### src/rtl/nh_lcd_defines.sv
// Shared owner codes, FSM states and pad-bus bundle for the LCD bus arbiter.
// Latency: n/a (types only).
// Backpressure: n/a.
package nh_lcd_defines;

    typedef enum logic [1:0] {
        OWN_NONE = 2'd0,
        OWN_CMD  = 2'd1,
        OWN_DAT  = 2'd2
    } owner_e;

    typedef enum logic [1:0] {
        ST_IDLE    = 2'd0,
        ST_GNT_CMD = 2'd1,
        ST_GNT_DAT = 2'd2,
        ST_TURN    = 2'd3
    } state_e;

    typedef struct packed {
        logic       cmd_mode;
        logic       write;
        logic       read;
        logic       data_out_en;
        logic [7:0] data_out;
    } bus_t;

    localparam logic IDLE_CMD_MODE = 1'b1;

    // Parked pad value; write data is held so the pins do not toggle needlessly.
    function automatic bus_t bus_idle(input logic [7:0] hold_dat);
        bus_t b;
        b.cmd_mode    = IDLE_CMD_MODE;
        b.write       = 1'b0;
        b.read        = 1'b0;
        b.data_out_en = 1'b0;
        b.data_out    = hold_dat;
        return b;
    endfunction

endpackage

### src/rtl/nh_lcd_bus_arbiter_if.sv
// Signal bundle between the two LCD masters, the arbiter and the pad logic.
// Latency: n/a. Backpressure: req/gnt handshake, req held for a whole transaction.
// slave = arbiter side, master = environment (masters + pads) side.
interface nh_lcd_bus_arbiter_if;
    logic       i_cmd_req;
    logic       o_cmd_gnt;
    logic       i_cmd_cmd_mode;
    logic       i_cmd_write;
    logic       i_cmd_read;
    logic       i_cmd_data_out_en;
    logic [7:0] i_cmd_data_out;
    logic [7:0] o_cmd_data_in;

    logic       i_dat_req;
    logic       o_dat_gnt;
    logic       i_dat_cmd_mode;
    logic       i_dat_write;
    logic       i_dat_read;
    logic       i_dat_data_out_en;
    logic [7:0] i_dat_data_out;
    logic [7:0] o_dat_data_in;

    logic       o_cmd_mode;
    logic [7:0] o_data_out;
    logic [7:0] i_data_in;
    logic       o_write;
    logic       o_read;
    logic       o_data_out_en;
    logic [1:0] o_owner;
    logic       o_violation;

    modport slave (
        input  i_cmd_req, i_cmd_cmd_mode, i_cmd_write, i_cmd_read,
               i_cmd_data_out_en, i_cmd_data_out,
               i_dat_req, i_dat_cmd_mode, i_dat_write, i_dat_read,
               i_dat_data_out_en, i_dat_data_out, i_data_in,
        output o_cmd_gnt, o_cmd_data_in, o_dat_gnt, o_dat_data_in,
               o_cmd_mode, o_data_out, o_write, o_read, o_data_out_en,
               o_owner, o_violation
    );

    modport master (
        output i_cmd_req, i_cmd_cmd_mode, i_cmd_write, i_cmd_read,
               i_cmd_data_out_en, i_cmd_data_out,
               i_dat_req, i_dat_cmd_mode, i_dat_write, i_dat_read,
               i_dat_data_out_en, i_dat_data_out, i_data_in,
        input  o_cmd_gnt, o_cmd_data_in, o_dat_gnt, o_dat_data_in,
               o_cmd_mode, o_data_out, o_write, o_read, o_data_out_en,
               o_owner, o_violation
    );
endinterface

### src/rtl/nh_lcd_turn_timer.sv
// Turnaround down-counter: load a count, decrement while enabled, done at zero.
// Latency: done is registered state, valid the cycle after load.
// Backpressure: none.
module nh_lcd_turn_timer (
    input  logic       clk,
    input  logic       rst_n,
    input  logic       load,
    input  logic [3:0] load_val,
    input  logic       en,
    output logic       done
);
    logic [3:0] cnt_q, cnt_d;

    always_comb begin
        cnt_d = cnt_q;
        if (load) begin
            cnt_d = load_val;
        end else if (en && (cnt_q != 4'd0)) begin
            cnt_d = cnt_q - 4'd1;
        end
    end

    always_ff @(posedge clk or negedge rst_n) begin
        if (!rst_n) begin
            cnt_q <= 4'd0;
        end else begin
            cnt_q <= cnt_d;
        end
    end

    assign done = (cnt_q == 4'd0);
endmodule

### src/rtl/nh_lcd_bus_arbiter.sv
// Round-robin owner of the 8080 LCD bus between CMD and DAT with registered pad mux.
// Latency: req->gnt 2 edges, master inputs->pad 1 cycle, pad read data->master 1 cycle.
// Backpressure: req held off during ownership and PARK_CYCLES turnaround; no preemption.
module nh_lcd_bus_arbiter
    import nh_lcd_defines::*;
#(
    parameter int unsigned PARK_CYCLES = 2
) (
    input  logic                 clk,
    input  logic                 rst_n,
    nh_lcd_bus_arbiter_if.slave  bus
);
    localparam bit         PARK_EN   = (PARK_CYCLES != 0);
    localparam logic [3:0] PARK_LOAD = PARK_EN ? 4'(PARK_CYCLES - 1) : 4'd0;

    state_e     state_q, state_d;
    owner_e     last_owner_q, last_owner_d;
    owner_e     owner_q, owner_d;
    owner_e     rd_own_q, rd_own_d;
    bus_t       pad_q, pad_d;
    logic       vio_q, vio_d;
    logic [7:0] cmd_din_q, cmd_din_d;
    logic [7:0] dat_din_q, dat_din_d;
    logic       tmr_load, tmr_en, tmr_done;
    bus_t       cmd_bus, dat_bus;

    nh_lcd_turn_timer u_turn_timer (
        .clk      (clk),
        .rst_n    (rst_n),
        .load     (tmr_load),
        .load_val (PARK_LOAD),
        .en       (tmr_en),
        .done     (tmr_done)
    );

    always_comb begin
        state_d      = state_q;
        last_owner_d = last_owner_q;
        tmr_load     = 1'b0;
        tmr_en       = 1'b0;
        case (state_q)
            ST_IDLE: begin
                if (bus.i_cmd_req && bus.i_dat_req) begin
                    state_d = (last_owner_q == OWN_CMD) ? ST_GNT_DAT : ST_GNT_CMD;
                end else if (bus.i_cmd_req) begin
                    state_d = ST_GNT_CMD;
                end else if (bus.i_dat_req) begin
                    state_d = ST_GNT_DAT;
                end
            end
            ST_GNT_CMD: begin
                if (!bus.i_cmd_req) begin
                    last_owner_d = OWN_CMD;
                    tmr_load     = PARK_EN;
                    state_d      = PARK_EN ? ST_TURN : ST_IDLE;
                end
            end
            ST_GNT_DAT: begin
                if (!bus.i_dat_req) begin
                    last_owner_d = OWN_DAT;
                    tmr_load     = PARK_EN;
                    state_d      = PARK_EN ? ST_TURN : ST_IDLE;
                end
            end
            ST_TURN: begin
                tmr_en = 1'b1;
                if (tmr_done) begin
                    state_d = ST_IDLE;
                end
            end
            default: state_d = ST_IDLE;
        endcase
    end

    // Ownership (and so gnt) lags the state by one edge; a released owner drops at once.
    always_comb begin
        owner_d = OWN_NONE;
        if ((state_q == ST_GNT_CMD) && bus.i_cmd_req) begin
            owner_d = OWN_CMD;
        end else if ((state_q == ST_GNT_DAT) && bus.i_dat_req) begin
            owner_d = OWN_DAT;
        end
    end

    // Strobes only pass for the master that already holds the bus.
    always_comb begin
        cmd_bus.cmd_mode    = bus.i_cmd_cmd_mode;
        cmd_bus.write       = bus.i_cmd_write & (owner_q == OWN_CMD);
        cmd_bus.read        = bus.i_cmd_read  & (owner_q == OWN_CMD);
        cmd_bus.data_out_en = bus.i_cmd_data_out_en;
        cmd_bus.data_out    = bus.i_cmd_data_out;

        dat_bus.cmd_mode    = bus.i_dat_cmd_mode;
        dat_bus.write       = bus.i_dat_write & (owner_q == OWN_DAT);
        dat_bus.read        = bus.i_dat_read  & (owner_q == OWN_DAT);
        dat_bus.data_out_en = bus.i_dat_data_out_en;
        dat_bus.data_out    = bus.i_dat_data_out;

        case (owner_d)
            OWN_CMD: pad_d = cmd_bus;
            OWN_DAT: pad_d = dat_bus;
            default: pad_d = bus_idle(pad_q.data_out);
        endcase

        vio_d = ((bus.i_cmd_write | bus.i_cmd_read) && (owner_q != OWN_CMD)) ||
                ((bus.i_dat_write | bus.i_dat_read) && (owner_q != OWN_DAT));

        // Pad read data arrives the cycle after the registered read strobe.
        rd_own_d  = pad_q.read ? owner_q : OWN_NONE;
        cmd_din_d = (rd_own_q == OWN_CMD) ? bus.i_data_in : cmd_din_q;
        dat_din_d = (rd_own_q == OWN_DAT) ? bus.i_data_in : dat_din_q;
    end

    always_ff @(posedge clk or negedge rst_n) begin
        if (!rst_n) begin
            state_q      <= ST_IDLE;
            last_owner_q <= OWN_DAT;
            owner_q      <= OWN_NONE;
            rd_own_q     <= OWN_NONE;
            pad_q        <= bus_idle(8'h00);
            vio_q        <= 1'b0;
            cmd_din_q    <= 8'h00;
            dat_din_q    <= 8'h00;
        end else begin
            state_q      <= state_d;
            last_owner_q <= last_owner_d;
            owner_q      <= owner_d;
            rd_own_q     <= rd_own_d;
            pad_q        <= pad_d;
            vio_q        <= vio_d;
            cmd_din_q    <= cmd_din_d;
            dat_din_q    <= dat_din_d;
        end
    end

    assign bus.o_cmd_gnt     = (owner_q == OWN_CMD);
    assign bus.o_dat_gnt     = (owner_q == OWN_DAT);
    assign bus.o_owner       = owner_q;
    assign bus.o_cmd_mode    = pad_q.cmd_mode;
    assign bus.o_write       = pad_q.write;
    assign bus.o_read        = pad_q.read;
    assign bus.o_data_out_en = pad_q.data_out_en;
    assign bus.o_data_out    = pad_q.data_out;
    assign bus.o_violation   = vio_q;
    assign bus.o_cmd_data_in = cmd_din_q;
    assign bus.o_dat_data_in = dat_din_q;
endmodule

### src/flat_wrapper.sv
// flat-port wrapper written by rule: the top's interface ports become plain ports
module nh_lcd_bus_arbiter_flat import nh_lcd_defines::*;
#(
    parameter int unsigned PARK_CYCLES = 2
)
  (clk, rst_n, bus_i_cmd_req, bus_i_cmd_cmd_mode, bus_i_cmd_write, bus_i_cmd_read, bus_i_cmd_data_out_en, bus_i_cmd_data_out, bus_i_dat_req, bus_i_dat_cmd_mode, bus_i_dat_write, bus_i_dat_read, bus_i_dat_data_out_en, bus_i_dat_data_out, bus_i_data_in, bus_o_cmd_gnt, bus_o_cmd_data_in, bus_o_dat_gnt, bus_o_dat_data_in, bus_o_cmd_mode, bus_o_data_out, bus_o_write, bus_o_read, bus_o_data_out_en, bus_o_owner, bus_o_violation);
  nh_lcd_bus_arbiter_if bus_i ();
  input  logic clk;
  input  logic rst_n;
  input wire logic [$bits(bus_i.i_cmd_req)-1:0] bus_i_cmd_req;
  input wire logic [$bits(bus_i.i_cmd_cmd_mode)-1:0] bus_i_cmd_cmd_mode;
  input wire logic [$bits(bus_i.i_cmd_write)-1:0] bus_i_cmd_write;
  input wire logic [$bits(bus_i.i_cmd_read)-1:0] bus_i_cmd_read;
  input wire logic [$bits(bus_i.i_cmd_data_out_en)-1:0] bus_i_cmd_data_out_en;
  input wire logic [$bits(bus_i.i_cmd_data_out)-1:0] bus_i_cmd_data_out;
  input wire logic [$bits(bus_i.i_dat_req)-1:0] bus_i_dat_req;
  input wire logic [$bits(bus_i.i_dat_cmd_mode)-1:0] bus_i_dat_cmd_mode;
  input wire logic [$bits(bus_i.i_dat_write)-1:0] bus_i_dat_write;
  input wire logic [$bits(bus_i.i_dat_read)-1:0] bus_i_dat_read;
  input wire logic [$bits(bus_i.i_dat_data_out_en)-1:0] bus_i_dat_data_out_en;
  input wire logic [$bits(bus_i.i_dat_data_out)-1:0] bus_i_dat_data_out;
  input wire logic [$bits(bus_i.i_data_in)-1:0] bus_i_data_in;
  output wire logic [$bits(bus_i.o_cmd_gnt)-1:0] bus_o_cmd_gnt;
  output wire logic [$bits(bus_i.o_cmd_data_in)-1:0] bus_o_cmd_data_in;
  output wire logic [$bits(bus_i.o_dat_gnt)-1:0] bus_o_dat_gnt;
  output wire logic [$bits(bus_i.o_dat_data_in)-1:0] bus_o_dat_data_in;
  output wire logic [$bits(bus_i.o_cmd_mode)-1:0] bus_o_cmd_mode;
  output wire logic [$bits(bus_i.o_data_out)-1:0] bus_o_data_out;
  output wire logic [$bits(bus_i.o_write)-1:0] bus_o_write;
  output wire logic [$bits(bus_i.o_read)-1:0] bus_o_read;
  output wire logic [$bits(bus_i.o_data_out_en)-1:0] bus_o_data_out_en;
  output wire logic [$bits(bus_i.o_owner)-1:0] bus_o_owner;
  output wire logic [$bits(bus_i.o_violation)-1:0] bus_o_violation;
  assign bus_i.i_cmd_req = bus_i_cmd_req;
  assign bus_i.i_cmd_cmd_mode = bus_i_cmd_cmd_mode;
  assign bus_i.i_cmd_write = bus_i_cmd_write;
  assign bus_i.i_cmd_read = bus_i_cmd_read;
  assign bus_i.i_cmd_data_out_en = bus_i_cmd_data_out_en;
  assign bus_i.i_cmd_data_out = bus_i_cmd_data_out;
  assign bus_i.i_dat_req = bus_i_dat_req;
  assign bus_i.i_dat_cmd_mode = bus_i_dat_cmd_mode;
  assign bus_i.i_dat_write = bus_i_dat_write;
  assign bus_i.i_dat_read = bus_i_dat_read;
  assign bus_i.i_dat_data_out_en = bus_i_dat_data_out_en;
  assign bus_i.i_dat_data_out = bus_i_dat_data_out;
  assign bus_i.i_data_in = bus_i_data_in;
  assign bus_o_cmd_gnt = bus_i.o_cmd_gnt;
  assign bus_o_cmd_data_in = bus_i.o_cmd_data_in;
  assign bus_o_dat_gnt = bus_i.o_dat_gnt;
  assign bus_o_dat_data_in = bus_i.o_dat_data_in;
  assign bus_o_cmd_mode = bus_i.o_cmd_mode;
  assign bus_o_data_out = bus_i.o_data_out;
  assign bus_o_write = bus_i.o_write;
  assign bus_o_read = bus_i.o_read;
  assign bus_o_data_out_en = bus_i.o_data_out_en;
  assign bus_o_owner = bus_i.o_owner;
  assign bus_o_violation = bus_i.o_violation;
  nh_lcd_bus_arbiter #(.PARK_CYCLES(PARK_CYCLES)) u_core (.clk(clk), .rst_n(rst_n), .bus(bus_i));
endmodule
### config.mk
export PLATFORM = sky130hd
export DESIGN_NAME = nh_lcd_bus_arbiter_flat
export DESIGN_NICKNAME = d
export VERILOG_FILES = /design/src/rtl/nh_lcd_defines.sv /design/src/rtl/nh_lcd_bus_arbiter_if.sv /design/src/rtl/nh_lcd_turn_timer.sv /design/src/rtl/nh_lcd_bus_arbiter.sv /design/src/flat_wrapper.sv
export SDC_FILE = /design/constraint.sdc
export NUM_CORES = 1
export LEC_CHECK = 0
export BUFFER_PORTS_ARGS = -buffer_cell sky130_fd_sc_hd__buf_2
export CORE_MARGIN = 5
export CORE_UTILIZATION = 45
export CTS_CLUSTER_DIAMETER = 60
export DETAILED_ROUTE_END_ITERATION = 10
export PLACE_DENSITY_LB_ADDON = 0.05
export SYNTH_ARGS = -nofsm -noshare
export SYNTH_HDL_FRONTEND = slang
export SYNTH_HIERARCHICAL = 1
export SYNTH_SLANG_ARGS = --single-unit
### constraint.sdc
create_clock -name clk -period 3.87 [get_ports clk]
set_input_delay 0.1935 -clock clk [delete_from_list [all_inputs] [get_ports clk]]
set_output_delay 0.1935 -clock clk [all_outputs]
set_load 0.05 [all_outputs]
==> impl_metrics.ini, run 1 <==
[status]
status = finished, final reports clean

[synth]
synthFlopType = dfrtp_1
synth.avg_cell_area_um2 = 12.1
synth_edf_count = 0
ys_seq_area_share_pct = 53.7
async_flop_share_pct = 100
syn_inst = 158
ys_warn_count = 6
synth_area_leaders = dfrtp_1, mux2_2, mux2i_1
synth_top_area_cell = dfrtp_1
ys_top_cells_by_count = dfrtp_1, mux2_2, nand2_1, o21ai_0, mux2i_1
synthMostInstantiatedCell = dfrtp_1
synth.distinct_cells = 36
synth_top_area_share_pct = 50.9
syn-cell-area_mm2 = 0.00192
ys_ff_latch = 41

[detailed_routing]
vias = 1392
drcViolationCount = 0
routed_wl_um = 4050
wl_per_cell_um = 14.5
dr.pass1.iters = 2
ant_nets = 0
drt_iter0_markers = 45
vias_per_cell = 4.99

[floorplan]
die_w_um = 75.2
die-area_mm2 = 0.00566
rows = 23
io_pins = 69
chipHeight_um = 75.2
core_mm2 = 0.00406
start_util_pct = 47.2

[clock_network]
cts_tree = done
clockBufferDepth = 2
cts_hold_buf = 0
cts_root_buf = clkbuf_8
cts.sinks = 41
clock_latency_ns = 0.29
htreeDepth = 2
numCtsBuffers = 5
cts_setup_buffers = 0
cts_resized = 0
cts.reportedPaths.clkPinSlew_ns = 0.08

[placed_design]
dp.final_hpwl_um = 3130
gp_congestion = 0.803
io_buffers = 68

[power]
power_leakage_nw = 1.21
ir_drop_uv = 437
p_per_area_mw_per_mm2 = 828

[grt]
grt_max_degree = 42
track_usage_pct = 15.0
antenna_found_initial = 0
grt-ovfl-total = 0
grt_pass1_wl_um = 6380
grt_pass1_vias = 1446

[sta]
max_freq_mhz = 475
worst_slew_pin_slew_ns = 0.898
relSlewSlack_pct = 40.1
period_needed_ns = 2.10
finalSetupViolCount = 0
hold_violations = 0
fin_crit_sh_pct = 54.4
skew_ns = 0.00504
rsz0062_at_grt = no
slew_violations = 0
timing.setup.tns_ns = 0

[final_layout]
n_antenna_cell = 0
fill_cells = 351
final_net_count = 270
synthToLayoutAreaGrowth_pct = 23.1
utilization_pct = 58.1
drive_above_1_share_pct = 42.8

[critical_path]
critPathRequiredTime_ns = 4.05
arrival_ns = 2.28
critPathMaxFanout = 25
critPathLaunchType = flop
worstSetupPathType = flop to flop
worstSetupEndpointType = flop

[hold_path]
hold_class = input pin to async pin

[job]
maxCapViolCount = 0
registers in the layout (all words and copies together), names as in the netlist:
register	flops
u_core/bus.o_cmd_mode	1
u_core/bus.o_data_out	8
u_core/bus.o_violation	1
u_core/bus.o_dat_data_in	8
u_core/state_q	2
u_core/bus.o_write	1
u_core/bus.o_data_out_en	1
u_core/rd_own_q	2
u_core/bus.o_cmd_data_in	8
u_core/bus.o_read	1
u_core/last_owner_q	2
u_core/bus.o_owner	2
u_core/u_turn_timer/cnt_q	4
worst paths after layout:
check                                            start                      endpoint  slack, ns  cells past startpoint
setup / recovery                     u_core/state_q[1]             u_core/state_q[0]       1.77                      5
hold / removal                                   rst_n  u_core/u_turn_timer/cnt_q[2]       0.03                      1
setup reg to reg                     u_core/state_q[1]             u_core/state_q[0]       1.77                      5
hold reg to reg            u_core/bus.o_cmd_data_in[4]   u_core/bus.o_cmd_data_in[4]       0.50                      1
max in group asynchronous                        rst_n      u_core/bus.o_data_out[3]       3.28                      1
min in group clk                 bus_i_cmd_data_out[0]      u_core/bus.o_data_out[0]       0.11                      3
report_power, final:
part           total [W]  internal [W]  leakage, nW  switching, W
Clock           0.000263      0.000125       0.0450      0.000138
Combinational    0.00102      0.000328        0.667      0.000689
Sequential      0.000674      0.000583        0.495     0.0000901
final cells by class:
class,instances,area [µm²],area share [%]
clock buffer,6,72.6,3.08
multi-input combinational,104,815,34.5
timing repair buffer,68,340,14.4
sequential,41,1030,43.6
tap,50,62.6,2.65
inverter,8,30.0,1.27
clock inverter,2,10.0,0.424
layer usage:
metal / vias up / GRT usage (%) / wire, µm
met1: 660 / 17.6 / 1630
met4: 0 / 2.52 / 24
met2: 46 / 26.8 / 2070
met3: 2 / 5.61 / 331
li1: 684 / - / -
met5: - / 0 / 0
cells in the final DEF, fill, tap and decap left out, drive strengths merged:
master   n
inv      8
a32o     2
or2b     1
clkinv   2
and4b    1
or4      1
a21oi    4
nor2     3
nand2   14
mux2i   10
o31a     1
or3b     1
and3b    1
nor2b    2
nand2b   5
a221o    1
clkbuf   6
o211ai   1
nor3     3
o21ai   11
and2     3
nor4b    1
a22o     2
dfstp    2
buf     68
dfrtp   39
nor3b    3
ha       6
o21a     2
mux2    17
nand4b   1
a22oi    1
conb     4
o22ai    2
kinds of logic (layout without fill, tap and decap cells):
family	Yosys count	count (layout)	share of synthesized area (%)
flip-flops	41	41	53.7
other	2	4	0.392
AO/OA/AOI/OAI	27	27	9.34
multiplexers	27	27	15.4
adder cells (fa/ha/maj)	6	6	3.92
AND/OR/NAND/NOR	40	40	13.1
buffers and inverters	15	84	4.18
metrics by stage:
step | instances | setup slack [ns] | area [µm²] | hold WS (ns) | power [W]
floorplan | 160 | 1.88 | 1920 | -0.102 | 0.00148
global placement | 271 | 1.84 | 2280 | 0.370 | 0.00166
detailed placement | 271 | 1.75 | 2280 | 0.376 | 0.00171
CTS | 279 | 1.74 | 2360 | 0.0532 | 0.00197
global route | 279 | 1.59 | 2360 | 0.101 | 0.00208
finish | 279 | 1.77 | 2360 | 0.0253 | 0.00195
critical path, cell delays in order (launching register included):
cell      delay, ns
dfrtp_1        0.41
inv_1          0.14
ha_1           0.23
and2_1         0.61
nand4b_4       0.29
mux2_4         0.31
(Power assumes the default switching activity.)
==> inputs of run 2 (changes only) <==
--- a/config.mk
+++ b/config.mk
@@ -7,7 +7,7 @@
 export LEC_CHECK = 0
 export BUFFER_PORTS_ARGS = -buffer_cell sky130_fd_sc_hd__buf_2
 export CORE_MARGIN = 5
-export CORE_UTILIZATION = 45
+export CORE_UTILIZATION = 44
 export CTS_CLUSTER_DIAMETER = 60
 export DETAILED_ROUTE_END_ITERATION = 10
 export PLACE_DENSITY_LB_ADDON = 0.05
==> constraint.sdc (replaced) <==
create_clock -name clk -period 1.9 [get_ports clk]
set_input_delay 0.095 -clock clk [delete_from_list [all_inputs] [get_ports clk]]
set_output_delay 0.095 -clock clk [all_outputs]
set_load 0.05 [all_outputs]
==> run 2 against run 1 <==
  * Critical path type unchanged
  * Final area increased by 6.5%
  * Combinational power grew 110%
  * Non-clock buffer count increased by 9
  * Largest cell class unchanged
  * Critical path depth is 1 higher
  * Clock-buffer cell count unchanged
  * Flip-flop and latch count unchanged
  * Clock power rose to 2.8 times the previous value
  * Wire length up 2.4%
  * Worst hold slack worse by 0.016 ns
  * First-iteration DRC count grew 18%
==> impl_metrics.ini, run 2 (synthesis results as in run 1) <==
[detailed_routing]
top_layer = met4
drt_iter0_markers = 53
wl_per_cell_um = 14.3
vias_per_cell = 5.07
wl_met2_um = 2050
routed_wl_um = 4150
met1_length_um = 1670
dr.pass1.iters = 4
drcViolationCount = 0
wl_met3_um = 324
ant_nets = 0
vias = 1469

[critical_path]
reg2reg_depth = 6
critPathRequiredTime_ns = 2.11
worstSetupPathType = flop to flop
reg2reg_to = u_core/u_turn_timer/cnt_q[1]
worstSetupEndpointType = flop
crit_start = u_core/state_q[0]
critPathMaxFanout = 8
r2r_setup_slack_ns = 0.12
critPathLaunchType = flop
arrival_ns = 1.99
rr_startpoint = u_core/state_q[0]

[sta]
timing.setup.tns_ns = 0
hold_violations = 0
finalSetupViolCount = 0
rsz0062_at_grt = no
skew_ns = 0.00475
slew_violations = 0
max_freq_mhz = 563
period_needed_ns = 1.78
fin_crit_sh_pct = 93.5

[power]
power_frac_comb_pct = 50.4
p_seq_share_pct = 32.4
ir_drop_uv = 829
power_leakage_nw = 1.27
sw_frac_of_total_pct = 44.9
p_int_w = 0.00234
p_per_area_mw_per_mm2 = 1690
switchingPower_w = 0.00191
p_clk_share_pct = 17.1

[grt]
grt-ovfl-total = 0
grt_pass1_wl_um = 7130
track_usage_pct = 15.2
grt_pass1_vias = 1564
antenna_found_initial = 0
grt_max_degree = 42

[clock_network]
clockBufferDepth = 2
cts_tree = done
numCtsBuffers = 5
htreeDepth = 2
cts.sinks = 41
cts_root_buf = clkbuf_8
cts.reportedPaths.clkPinSlew_ns = 0.08
clock_latency_ns = 0.29

[placed_design]
dp.final_hpwl_um = 3120
gp_congestion = 0.829
io_buffers = 68

[hold_path]
min_from = bus_i_cmd_data_out[3]
min_to = u_core/bus.o_data_out[3]
hold_class = input pin to flop
hold_depth = 3

[final_layout]
utilization_pct = 58.5
synthToLayoutAreaGrowth_pct = 31.2
n_antenna_cell = 0
final_net_count = 279
final_cell_mix = buf_2, dfrtp_1, mux2_2
drive_above_1_share_pct = 44.5
final_common_cell = buf_2

[floorplan]
core_mm2 = 0.00429
io_pins = 69
start_util_pct = 44.6
rows = 24
die-area_mm2 = 0.00577
die_w_um = 76.0
chipHeight_um = 76.0

[job]
maxCapViolCount = 0

[status]
status = finished, final reports clean
run 2: power by group through the flow:
stage	clock [W]	sequential [W]	combinational (W)
detailed placement	0	0.00139	0.00214
floorplan	0	0.00211	0.000912
global route	0.000803	0.00142	0.00229
CTS	0.000757	0.00138	0.00216
finish	0.000728	0.00138	0.00214
global placement	0	0.00138	0.00207
run 2: worst max-delay path by stage:
stage,to,cells past startpoint
global route,u_core/u_turn_timer/cnt_q[3],6
CTS,u_core/u_turn_timer/cnt_q[1],6
floorplan,u_core/bus.o_read,3
detailed placement,u_core/u_turn_timer/cnt_q[3],6
global placement,u_core/u_turn_timer/cnt_q[3],6
finish,u_core/u_turn_timer/cnt_q[1],6
run 2: timing repair:
action                     in CTS  in global routing
setup endpoints to repair       1                  0
resized for setup               1                  0
hold endpoints to repair       43                  0
hold buffers                    5                  0
setup buffers                   0                  0
run 2: per-stage QoR:
stage	setup slack [ns]	cells	power, W	cell area, µm²	hold WS (ns)
final	0.124	290	0.00425	2510	0.00979
after global routing	0.0259	290	0.00452	2510	0.00757
after CTS	0.120	290	0.00429	2510	0.000826
after detailed placement	0.0105	277	0.00353	2340	0.0853
after global placement	0.119	277	0.00345	2340	0.0782
after floorplan	0.156	160	0.00302	1930	-0.201
run 2: cell type report:
| cell class | count | area [µm²] |
|---|---|---|
| clock buffers | 6 | 82.6 |
| clock inverters | 2 | 37.5 |
| fillers | 372 | 1780 |
| inverters | 8 | 30.0 |
| multi-input cells | 104 | 823 |
| flip-flops and latches | 41 | 1030 |
| well taps | 52 | 65.1 |
| repair buffers | 77 | 445 |
run 2: metal layers:
layer  GRT usage [%]  vias up
met1            16.8      698
li1                -      705
met5               0        -
met3            4.61        9
met4            8.01        0
met2            25.9       57
run 2: critical path, stage by stage, from the launching register on:
cell and delay, ns:
dfrtp_1 0.41, inv_1 0.10, ha_1 0.25, nand2b_1 0.14, a21oi_2 0.13, or4_1 0.58, o211ai_2 0.10
